`src/rtl/cmp_pkg.sv`:
```
// Shared types for the compare-sharing arbiter: FSM states, default operand
// width and the one-hot comparator result.
package cmp_pkg;

   localparam int W_DEFAULT = 4;

   typedef enum logic [1:0] {
      IDLE,
      CMP,
      RSP
   } state_t;

   typedef struct packed {
      logic lt;
      logic eq;
      logic gt;
   } cmp_result_t;

endpackage

```
`src/rtl/mag_compare4.sv`:
```
// Purely combinational unsigned magnitude comparator; the single datapath
// resource that the arbiter time-shares among requesters.
module mag_compare4
   import cmp_pkg::*;
#(
   parameter int W = W_DEFAULT
) (
   input  logic [W-1:0] op_a,
   input  logic [W-1:0] op_b,
   output cmp_result_t  res
);

   always_comb begin
      res.lt = (op_a < op_b);
      res.eq = (op_a == op_b);
      res.gt = (op_a > op_b);
   end

endmodule

```
`src/rtl/cmp_share_arbiter.sv`:
```
// Round-robin arbiter that grants one requester at a time, runs its operands
// through the shared comparator and returns a tagged lt/eq/gt response.
module cmp_share_arbiter
   import cmp_pkg::*;
#(
   parameter int NREQ = 4,
   parameter int W    = W_DEFAULT,
   localparam int IDW = $clog2(NREQ)
) (
   input  logic              clk,
   input  logic              rst,
   input  logic [NREQ-1:0]   req_valid,
   input  logic [NREQ*W-1:0] req_a,
   input  logic [NREQ*W-1:0] req_b,
   output logic [NREQ-1:0]   req_ready,
   output logic              rsp_valid,
   input  logic              rsp_ready,
   output logic [IDW-1:0]    rsp_id,
   output logic              rsp_lt,
   output logic              rsp_eq,
   output logic              rsp_gt,
   output logic              busy
);

   state_t         state;
   logic [IDW-1:0] last_grant;
   logic [IDW-1:0] winner;
   logic           accept;
   logic [W-1:0]   op_a;
   logic [W-1:0]   op_b;
   cmp_result_t    cmp_res;

   // Scan from last_grant+1 upward (mod NREQ); iterating backwards lets the
   // nearest requesting index overwrite any farther one.
   function automatic logic [IDW-1:0] rr_pick(input logic [NREQ-1:0] valid,
                                              input logic [IDW-1:0]  last);
      logic [IDW-1:0] pick;
      int             idx;
      pick = last;
      for (int i = NREQ; i >= 1; i--) begin
         idx = (int'(last) + i) % NREQ;
         if (valid[idx]) pick = IDW'(idx);
      end
      return pick;
   endfunction

   // Grant is combinational in IDLE; reset forces it low immediately.
   always_comb begin
      winner    = rr_pick(req_valid, last_grant);
      accept    = (state == IDLE) && (|req_valid) && !rst;
      req_ready = '0;
      if (accept) req_ready = NREQ'(1) << winner;
   end

   assign busy = (state != IDLE);

   mag_compare4 #(.W(W)) u_cmp (
      .op_a (op_a),
      .op_b (op_b),
      .res  (cmp_res)
   );

   always_ff @(posedge clk or posedge rst) begin
      if (rst) begin
         state      <= IDLE;
         last_grant <= IDW'(NREQ - 1);
         op_a       <= '0;
         op_b       <= '0;
         rsp_valid  <= 1'b0;
         rsp_id     <= '0;
         rsp_lt     <= 1'b0;
         rsp_eq     <= 1'b0;
         rsp_gt     <= 1'b0;
      end else begin
         case (state)
            IDLE: begin
               if (accept) begin
                  op_a       <= req_a[int'(winner)*W +: W];
                  op_b       <= req_b[int'(winner)*W +: W];
                  rsp_id     <= winner;
                  last_grant <= winner;
                  state      <= CMP;
               end
            end
            CMP: begin
               rsp_lt    <= cmp_res.lt;
               rsp_eq    <= cmp_res.eq;
               rsp_gt    <= cmp_res.gt;
               rsp_valid <= 1'b1;
               state     <= RSP;
            end
            RSP: begin
               if (rsp_ready) begin
                  rsp_valid <= 1'b0;
                  state     <= IDLE;
               end
            end
            default: state <= IDLE;
         endcase
      end
   end

endmodule

```
`config.mk`:
```
export PLATFORM = sky130hd
export DESIGN_NAME = cmp_share_arbiter
export DESIGN_NICKNAME = d
export VERILOG_FILES = /design/src/rtl/cmp_pkg.sv /design/src/rtl/mag_compare4.sv /design/src/rtl/cmp_share_arbiter.sv
export SDC_FILE = /design/constraint.sdc
export NUM_CORES = 1
export LEC_CHECK = 0
export CAP_MARGIN = 30
export CORE_ASPECT_RATIO = 0.6
export CORE_MARGIN = 1
export CORE_UTILIZATION = 40
export CTS_BUF_LIST = sky130_fd_sc_hd__clkbuf_4 sky130_fd_sc_hd__clkbuf_8
export DETAILED_ROUTE_END_ITERATION = 10
export PLACE_DENSITY = 0.78
export SYNTH_ARGS = -nofsm -noshare
export SYNTH_HDL_FRONTEND = slang
export SYNTH_SLANG_ARGS = --single-unit
export TNS_END_PERCENT = 10
```
`constraint.sdc`:
```
create_clock -name clk -period 4.3 [get_ports clk]
set_clock_uncertainty 0.2 [all_clocks]
set_input_delay 0.43 -clock clk [delete_from_list [all_inputs] [get_ports clk]]
set_output_delay 0.43 -clock clk [all_outputs]
set_load 0.01 [all_outputs]
```
-- Word-level counts from Yosys, hierarchy flattened
Index checks and enable logic that the tools add are counted.
- flip-flop bits (word level): 18
- input port bits: 39
- output and inout bits: 11
- word-level logic and storage cells: 67
- $add $sub $neg: 4
- magnitude comparators: 6
- equal/unequal tests: 5
- shift operators: 3
- muxes and demuxes: 22
- bitwise gates (word level): 4
- reductions and logical operators: 14
- operator list (kind ; number):
    $shiftx A16 B5 Y4 ; 2
    $lt A3 B4 Y1 const B ; 4
    $mux W2 ; 6
    $mux W1 ; 9
    $bmux W1 S2 ; 4
    $reduce_or A2 Y1 ; 4
    $pmux W2 S3 ; 1
    $reduce_and A2 Y1 ; 3
    $add A2 B1 Y2 const B ; 2
    $add A2 B2 Y2 const B ; 2
    $and A1 B1 Y1 const A ; 4
    $eq A4 B4 Y1 ; 1
    $gt A4 B4 Y1 ; 1
    $lt A4 B4 Y1 ; 1
    $mux W4 ; 1
    $ne A2 B2 Y1 const B ; 2
    $reduce_bool A2 Y1 ; 2
    $reduce_or A4 Y1 ; 1
    $shl A1 B2 Y4 const A ; 1
    $eq A2 B1 Y1 const B ; 1
    $eq A2 B2 Y1 const B ; 1
    $logic_and A1 B1 Y1 ; 2
    $logic_not A2 Y1 ; 1
    $pmux W1 S2 ; 1
    $logic_not A1 Y1 ; 1

-- Logic depth before layout (Yosys ltp)
Gate-level depths: netlist of the first run.
- depth after elaboration: 12
- mapped depth: 7
- gate-level depth less buffers: 7

-- By module
From an unflattened synthesis of the first run, not the netlist that was laid out.
- cell total of the unflattened synthesis: 130
- area total of the unflattened synthesis: 1327.5 µm²
- by module, submodules not included (module ; instances ; cells each ; area each (µm²)):
    cmp_share_arbiter ; 1 ; 114 ; 1198.6
    mag_compare4 ; 1 ; 16 ; 128.9

-- Worst setup path after synthesis of the first run
No wires, ideal clock.
- kind: register -> output
- start: register state[0]
- end: output port req_ready[0]
- arrival: 1430 ps
- required time: 3670 ps
- slack: 2240 ps
- cell stages (with the launch flop): 7
- path buffers: 1
- cells stage by stage: dfrtp_1 > or2_1 > or3_4 > clkinv_2 > nand2_1 > buf_6 > nor2_1
- word-level cells in the longest chain between the ends: 4
- ends and longest elaborated chain (item ; line ; RTL):
    start: declaration ; cmp_share_arbiter.sv:25 ; state_t state;
    start signal: assignment ; cmp_share_arbiter.sv:65 ; state <= IDLE;
    start signal: assignment ; cmp_share_arbiter.sv:82 ; state <= CMP;
    start signal: assignment ; cmp_share_arbiter.sv:90 ; state <= RSP;
    $logic_not A2 Y1 ; cmp_share_arbiter.sv:50 ; accept = (state == IDLE) && (|req_valid) && !rst;
    $logic_and A1 B1 Y1 (2 in series) ; cmp_share_arbiter.sv:50 ;
    $mux W4 ; cmp_share_arbiter.sv:52 ; if (accept) req_ready = NREQ'(1) << winner;
    end: declaration ; cmp_share_arbiter.sv:15 ; output logic [NREQ-1:0] req_ready,
Every way passes these cells.

-- Final worst setup path of the first run
- start: input port req_valid[3]
- end: output port req_ready[0]
- word-level cells in the longest chain between the ends: 9
- elaborated cells on any way between the ends: 21
- ends and longest elaborated chain (item ; line ; RTL):
    start: declaration ; cmp_share_arbiter.sv:12 ; input logic [NREQ-1:0] req_valid,
    $bmux W1 S2 ; cmp_share_arbiter.sv:42 ; if (valid[idx]) pick = IDW'(idx);
    $mux W1 (not written as such) (2 in series) ; cmp_share_arbiter.sv:42 ;
    $mux W2 (4 in series) ; cmp_share_arbiter.sv:42 ;
    $shl A1 B2 Y4 ; cmp_share_arbiter.sv:52 ;
    $mux W4 (*) ; cmp_share_arbiter.sv:52 ;
Mark *: on every way between the ends. The rest lies on a longest branch, timed or not. The select of a mux whose other input is x is not followed.

==> results of run 1 <==
-- final cells by class --
type	count	area share (%)
inverter	11	2.59
multi-input combinational	76	34.2
clock buffer	4	2.97
sequential	18	27.5
tap	32	2.44
timing repair buffer	50	30.3
-- registers in the layout, summed over array words and instances, names as in the netlist --
name / count
state: 2
rsp_gt: 1
rsp_valid: 1
op_a: 4
rsp_lt: 1
rsp_eq: 1
op_b: 4
rsp_id: 2
last_grant: 2
-- worst max-delay path by stage --
stage / start / endpoint / slack, ns / depth (start not counted)
floorplan: state[0] / req_ready[0] / 2.24 / 6
global placement: req_valid[3] / req_ready[0] / 1.16 / 7
detailed placement: req_valid[3] / req_ready[0] / 1.10 / 7
CTS: req_valid[3] / req_ready[0] / 1.09 / 7
global route: req_valid[3] / req_ready[0] / 0.96 / 7
finish: req_valid[3] / req_ready[0] / 1.08 / 7
-- critical path: stages --
cell	delay, ns
clkdlybuf4s50_1	0.55
nor4_1	0.08
or3_4	0.44
clkinv_2	0.12
nand2_1	0.24
nor2_1	0.17
clkdlybuf4s50_1	0.56
-- cells in the final DEF (no fill, tap or decap), drive strengths merged, types with 2 or more instances in the layout --
cell / instances
clkdlybuf4s50: 49
mux2i: 17
dfrtp: 16
nand2: 13
inv: 10
o221ai: 9
nor2: 5
nand2b: 4
a21oi: 4
o21ai: 4
ha: 4
clkbuf: 4
and3: 2
dfstp: 2
-- kinds of logic after synthesis --
| logic type | after synthesis | synth area share, % |
|---|---|---|
| compound gates | 23 | 16.2 |
| buf+inv | 15 | 7.00 |
| fa+ha+maj | 4 | 4.59 |
| mux | 18 | 16.6 |
| simple gates | 31 | 14.1 |
| flops | 18 | 41.5 |
-- power by group through the flow --
stage	Sequential [mW]	Clock, mW	Combinational (mW)
after floorplan	0.313	0	0.337
after global placement	0.308	0	0.496
after detailed placement	0.312	0	0.519
after CTS	0.309	0.129	0.522
after global routing	0.321	0.137	0.568
final	0.310	0.127	0.518
-- routing by layer --
metal	track usage, %	vias up
met5	0	-
met4	2.45	0
met3	5.77	0
met2	33.4	33
met1	20.2	462
li1	-	489
-- metrics by stage --
stage                     power [mW]  std cells
after floorplan                0.650        109
after global placement         0.805        187
after CTS                      0.960        191
after global routing            1.03        191
final                          0.954        191
after detailed placement       0.830        187
==> impl_metrics.ini, run 1 <==
[detailed_routing]
drtIter0Drc = 48
top_layer_used = met3
via_count = 984
dr_wl_met2_um = 1250
wirelength_um = 2520
vias_per_cell = 5.15
post_drt_wl_per_cell_um = 13.2
drc = 0
dr_wl_met3_um = 166
drtPass1Iterations = 4
wl_met1_um = 1100
ant_nets = 0

[min_path]
worst_hold_path_type = reg2reg
holdPathEnd = rsp_eq
holdPathStages = 2
holdCritStartpoint = rsp_eq

[logic_synthesis]
yosys_warnings = 0
syn_inst = 109
synth_common_cells = mux2i_1 (17), dfrtp_1 (16), nand2_1 (12)
ys_seq_area_share_pct = 41.5
synth.largest_area_cell = dfrtp_1
synth_fp_nets = 152
synthTopCellsByArea = dfrtp_1 (37%), mux2i_1 (16%), o221ai_1 (5.6%)
synth_top_area_share_pct = 36.7
synth_cell_types = 32
synthArstFlopShare_pct = 100
synth-edff-count = 0
ys.flop_type = dfrtp_1
post-synth-top-count-cell = mux2i_1
synth_area_um2 = 1090
synth_area_per_cell_um2 = 10.0
synth-seq-cells = 18

[setup_path]
path_max_fanout = 12
critical_path.startpoint_type = input port
r2r_setup_slack_ns = 2.32
regToRegStartpoint = last_grant[1]
crit_type = in2out
reg2reg_depth = 6
critPathCaptureType = output pin
r2r-end = op_b[3]
worstPathRequired_ns = 3.67
crit_arrival_ns = 2.59

[cts]
clock_sinks = 18
tritoncts = done
post_cts_buffers = 0
cts_buffer_depth = 2
cts_made_buffers = 3
path_clk_slew_ns = 0.07
cts-htree-levels = 1
cts-hold-fix-buffers = 0
clk_latency_ns = 0.25
root_buffer = clkbuf_8
cts_resized = 0

[cells_and_area]
multiInputGateArea_um2 = 562
post-route-util_pct = 64.7
drive_gt1_share_pct = 8.18
fillers = 196
final_area_um2 = 1640
area_growth_pct = 50.7
regArea_um2 = 453
final_nets = 203
antenna_cells = 0

[place]
placed_area_um2 = 1600
globalplace.congestion = 0.817
portBuffers = 49
pre_cts_slack_ns = 1.10
dp_hpwl_um = 2050

[floorplan]
ios = 50
dieHeight_um = 42.5
rows = 14
design.die.area_um2 = 2950
start_util_pct = 43.0
core_area_um2 = 2540
fp.dieW_um = 69.4

[global_route]
grt_pass1_vias = 925
grtUsageTotal_pct = 17.7
overflow = 0
grt_antenna_before_repair = 0
grt_first_pass_wirelength_um = 4010
grt_max_degree = 20

[sta]
slew_headroom_pct = 55.4
fin_hold_ws_ns = 0.289
setup_violations = 0
final.setup.tns_ns = 0
hold_viol = 0
fin_crit_sh_pct = 74.9
fin_crit_ns = 3.22
rsz0062_at_grt = false
tightest_slew_ns = 0.668
clock.fmax_mhz = 311
fin_ws_ns = 1.08
drv_slew = 0

[pwr]
sw_frac_of_total_pct = 37.4
intPower_uw = 598
switchingPower_uw = 357
share_comb_of_total_power_pct = 54.3
vdd_drop_max_mv = 0.236
p_seq_share_pct = 32.4
p_leak_nw = 0.746
clockPowerShare_pct = 13.3
cellPowerDensity_nw_per_um2 = 580

[outcome]
outcome = finished clean

[run]
maxCapViolCount = 0
No activity file was read; power rests on OpenSTA's default activity.
==> run 2: changes to the inputs <==
Settings changed: CORE_UTILIZATION 40 to 38, PLACE_DENSITY 0.78 to 0.77.
Clock period 4.3 ns to 2.8 ns, I/O delays scaled along.
==> run 2 against run 1 <==
  * The flow now finishes with violations (design-rule violations)
  * Sequential power rose by 52%
  * Largest power group unchanged
  * Routed wire length is 3.3% higher
  * Cell count up 2.1%
  * Register-to-register slack lost 1.5 ns
  * Final area increased by 1.8%
  * Clock power grew 52%
==> impl_metrics.ini, run 2 (synthesis results as in run 1) <==
[cts]
cts_made_buffers = 3
cts-htree-levels = 1
path_clk_slew_ns = 0.07
post_cts_buffers = 0
cts_buffer_depth = 2
cts_resized = 0
tritoncts = done
root_buffer = clkbuf_8
clk_latency_ns = 0.25
cts-hold-fix-buffers = 0
clock_sinks = 18

[sta]
clock.fmax_mhz = 382
setup_violations = 0
fin_crit_ns = 2.62
slew_headroom_pct = 55.1
fin_ws_ns = 0.184
fin_crit_sh_pct = 93.4
fin_hold_ws_ns = 0.275
tightest_slew_ns = 0.673
final.setup.tns_ns = 0
drv_slew = 0
rsz0062_at_grt = false
hold_viol = 0

[detailed_routing]
drtIter0Drc = 30
ant_nets = 0
drtPass1Iterations = 7
drc = 3
vias_per_cell = 5.18
wirelength_um = 2600
via_count = 1011
post_drt_wl_per_cell_um = 13.3

[outcome]
violations = design-rule violations
outcome = finished, violations left

[min_path]
worst_hold_path_type = in2async

[pwr]
p_seq_share_pct = 31.5
sw_frac_of_total_pct = 37.2
switchingPower_uw = 557
clockPowerShare_pct = 12.9
share_comb_of_total_power_pct = 55.7
intPower_uw = 940
p_leak_nw = 0.764
vdd_drop_max_mv = 0.329
power_mw = 1.50
cellPowerDensity_nw_per_um2 = 894

[setup_path]
critical_path.startpoint_type = flop
reg2reg_depth = 5
regToRegStartpoint = last_grant[1]
r2r_setup_slack_ns = 0.85
crit_type = reg2out
crit_arrival_ns = 2.14
worstPathRequired_ns = 2.32
path_max_fanout = 7
r2r-end = op_a[0]
critPathCaptureType = output pin

[run]
maxCapViolCount = 0

[global_route]
grt_max_degree = 19
grt_first_pass_wirelength_um = 4550
grt_use_met1_pct = 25.6
grt_antenna_before_repair = 0
use_met2_pct = 32.2
use_met3_pct = 6.51
grt_pass1_vias = 970
grtUsageTotal_pct = 19.5
overflow = 0
top_usage_layer = met2

[floorplan]
core_area_um2 = 2610
design.die.area_um2 = 3100
rows = 14
fp.dieW_um = 71.2
dieHeight_um = 43.5
ios = 50
start_util_pct = 41.8

[cells_and_area]
final_area_um2 = 1670
fillers = 215
area_growth_pct = 53.4
final_cell_mix = clkdlybuf4s50_1 (49), mux2i_1 (17), dfrtp_1 (16)
final_nets = 207
post-route-util_pct = 64.1
reg.largest.list = op_a: 4 flops, op_b: 4 flops
antenna_cells = 0
layout_commonest_cell = clkdlybuf4s50_1
layout.cells.non_filler = 195
drive_gt1_share_pct = 10.4

[place]
portBuffers = 49
dp_hpwl_um = 2040
globalplace.congestion = 0.853
placed_cells = 191
pre_cts_slack_ns = 0.242
placed_area_um2 = 1630
## run 2: critical path: stages (launching register included)
cell	delay (ns)
dfstp_2	0.58
inv_1	0.08
a22oi_1	0.21
o221ai_2	0.17
buf_4	0.20
nor2_1	0.10
clkdlybuf4s50_1	0.54
## run 2: worst max-delay path by stage
stage | start | endpoint | slack (ns) | cells after the start
6_report | last_grant[1] | req_ready[0] | 0.18 | 6
5_1_grt | last_grant[1] | req_ready[0] | 0.06 | 6
4_1_cts | last_grant[1] | req_ready[0] | 0.19 | 6
3_5_place_dp | req_valid[3] | req_ready[2] | 0.24 | 7
3_3_place_gp | req_valid[3] | req_ready[2] | 0.28 | 7
2_1_floorplan | state[0] | req_ready[0] | 0.89 | 6
## run 2: power by group through the flow
stage                     combinational [mW]  clock (mW)  sequential, mW
after floorplan                        0.518           0           0.481
after global placement                 0.801           0           0.470
after detailed placement               0.832           0           0.476
after CTS                              0.842       0.199           0.472
after global routing                   0.916       0.212           0.487
final                                  0.833       0.193           0.471
## run 2: metal layers
layer  up-vias  routed length, um
met5         -                  0
met4         0                  8
met3         2                163
met2        35               1230
met1       473               1200
li1        501                  -
## run 2: final cells by class
type	count	area, um^2	area share (%)
Clock buffer	4	48.8	2.91
Inverter	11	42.5	2.54
Multi-Input combinational cell	76	562	33.6
Sequential cell	18	453	27.1
Tap cell	32	40.0	2.39
Timing Repair Buffer	54	528	31.5
==> run 3: changes to the inputs <==
--- a/config.mk
+++ b/config.mk
@@ -13,4 +13,5 @@
 export DETAILED_ROUTE_END_ITERATION = 10
 export PLACE_DENSITY = 0.77
+export RECOVER_POWER = 100
 export SYNTH_ARGS = -nofsm -noshare
 export SYNTH_HDL_FRONTEND = slang
==> constraint.sdc (replaced) <==
create_clock -name clk -period 2.8 [get_ports clk]
set_clock_uncertainty 0.2 [all_clocks]
set_input_delay 0.42 -clock clk [delete_from_list [all_inputs] [get_ports clk]]
set_output_delay 0.42 -clock clk [all_outputs]
set_load 0.01 [all_outputs]
==> run 3 against run 2 <==
  * The flow still finishes with violations (design-rule violations)
  * Clock power rose by 9%
  * Via count rose by 3.3%
  * Register-to-register slack got worse by 0.11 ns
  * Count of clock-buffer cells in the layout did not move
  * Combinational power fell by 0.6%
  * Sequential power rose by 0.8%
  * Final area rose by 0.67%
  * Cell count rose by 1.0%
  * Largest cell class unchanged
==> impl_metrics.ini, run 3 (synthesis results as in run 1) <==
[setup_path]
critical_path.startpoint_type = input port
worstPathRequired_ns = 2.18
crit_type = in2out
critPathCaptureType = output pin
path_max_fanout = 5
crit_path_max_incr_delay_ns = 0.57
crit_chain = dlygate4sd3_1 > or3_4 > clkinv_2 > and3_1 > clkdlybuf4s50_1
crit_arrival_ns = 2.16
cp_slowest_cell = dlygate4sd3_1

[pwr]
p_seq_share_pct = 31.4
cellPowerDensity_nw_per_um2 = 898
sw_frac_of_total_pct = 38.3
switchingPower_uw = 579
clockPowerShare_pct = 13.9
p_leak_nw = 0.795
vdd_drop_max_mv = 0.473
power_mw = 1.51
intPower_uw = 934
share_comb_of_total_power_pct = 54.7

[cells_and_area]
drive_gt1_share_pct = 10.9
reg.largest.list = op_a: 4 flops, op_b: 4 flops
layout_commonest_cell = clkdlybuf4s50_1
final_cell_mix = clkdlybuf4s50_1 (36), mux2i_1 (17), dfrtp_1 (16)
post-route-util_pct = 64.6
area_growth_pct = 54.5
antenna_cells = 0
final_nets = 209

[global_route]
grt_max_degree = 19
overflow = 0
grt_antenna_before_repair = 0
grt_pass1_vias = 1026
grtUsageTotal_pct = 19.8
grt_first_pass_wirelength_um = 4630

[floorplan]
ios = 50
dieHeight_um = 43.5
start_util_pct = 41.8
rows = 14
core_area_um2 = 2610
design.die.area_um2 = 3100
fp.dieW_um = 71.2

[detailed_routing]
wirelength_um = 2810
drtPass1Iterations = 7
drtIter0Drc = 37
via_count = 1044
ant_nets = 0
vias_per_cell = 5.30
drc = 3
post_drt_wl_per_cell_um = 14.3

[cts]
cts-htree-levels = 1
cts_buffer_depth = 2
cts_resized = 2
root_buffer = clkbuf_8
cts-hold-fix-buffers = 0
clock_sinks = 18
cts_made_buffers = 3
clk_latency_ns = 0.25
post_cts_buffers = 0
path_clk_slew_ns = 0.07
tritoncts = done

[min_path]
worst_hold_path_type = reg2reg

[sta]
hold_viol = 0
drv_slew = 0
fin_crit_sh_pct = 99.3
fin_crit_ns = 2.78
tightest_slew_ns = 0.648
setup_violations = 0
slew_headroom_pct = 56.8
clock.fmax_mhz = 359
rsz0062_at_grt = true
fin_hold_ws_ns = 0.282

[outcome]
violations = design-rule violations
outcome = finished, violations left

[place]
globalplace.congestion = 0.828
portBuffers = 49
dp_hpwl_um = 2250

[run]
maxCapViolCount = 0
==> run 3: cell type report <==
class                           instances  area, um^2
Sequential cell                        18         453
Clock buffer                            4        55.1
Multi-Input combinational cell         76         562
Inverter                               11        42.5
Fill cell                             215         925
Tap cell                               32        40.0
Timing Repair Buffer                   56         533
==> run 3: per-layer routing <==
layer	vias to the layer above	GRT usage, %	routed length, um
met4	0	3.60	0
met5	-	0	0
met3	0	5.58	177
met2	42	35.4	1420
li1	499	-	-
met1	503	24.5	1220
==> run 3: worst max-delay path: cells and delay by family <==
family	cells	cell delay, ns
buffers and inverters	3	1.19
and+or+nand+nor	2	0.55
==> run 3: through the flow <==
step	area [um^2]	setup TNS, ns	std cells	setup slack [ns]
2_1_floorplan	1090	0	109	0.750
3_3_place_gp	1640	0	193	0.0234
3_5_place_dp	1640	-0.110	193	-0.0461
4_1_cts	1690	0	197	0.000776
5_1_grt	1690	-0.0178	197	-0.0178
6_report	1690	0	197	0.0182
==> run 3: worst paths after layout <==
path                       slack [ns]  cells after the start            to           from
min in group asynchronous        0.54                      2      state[0]            rst
max                              0.02                      5  req_ready[3]            rst
min                              0.28                      2        rsp_gt         rsp_gt
max reg2reg                      0.74                      5       op_a[1]  last_grant[1]
min reg2reg                      0.28                      2        rsp_gt         rsp_gt
max in group asynchronous        1.44                      2        rsp_lt            rst
==> run 3: power by group through the flow <==
stage | Clock (mW) | Combinational (mW) | Sequential [mW]
floorplan | 0 | 0.518 | 0.481
global placement | 0 | 0.806 | 0.470
detailed placement | 0 | 0.856 | 0.480
CTS | 0.212 | 0.862 | 0.476
global route | 0.225 | 0.906 | 0.490
finish | 0.210 | 0.828 | 0.475
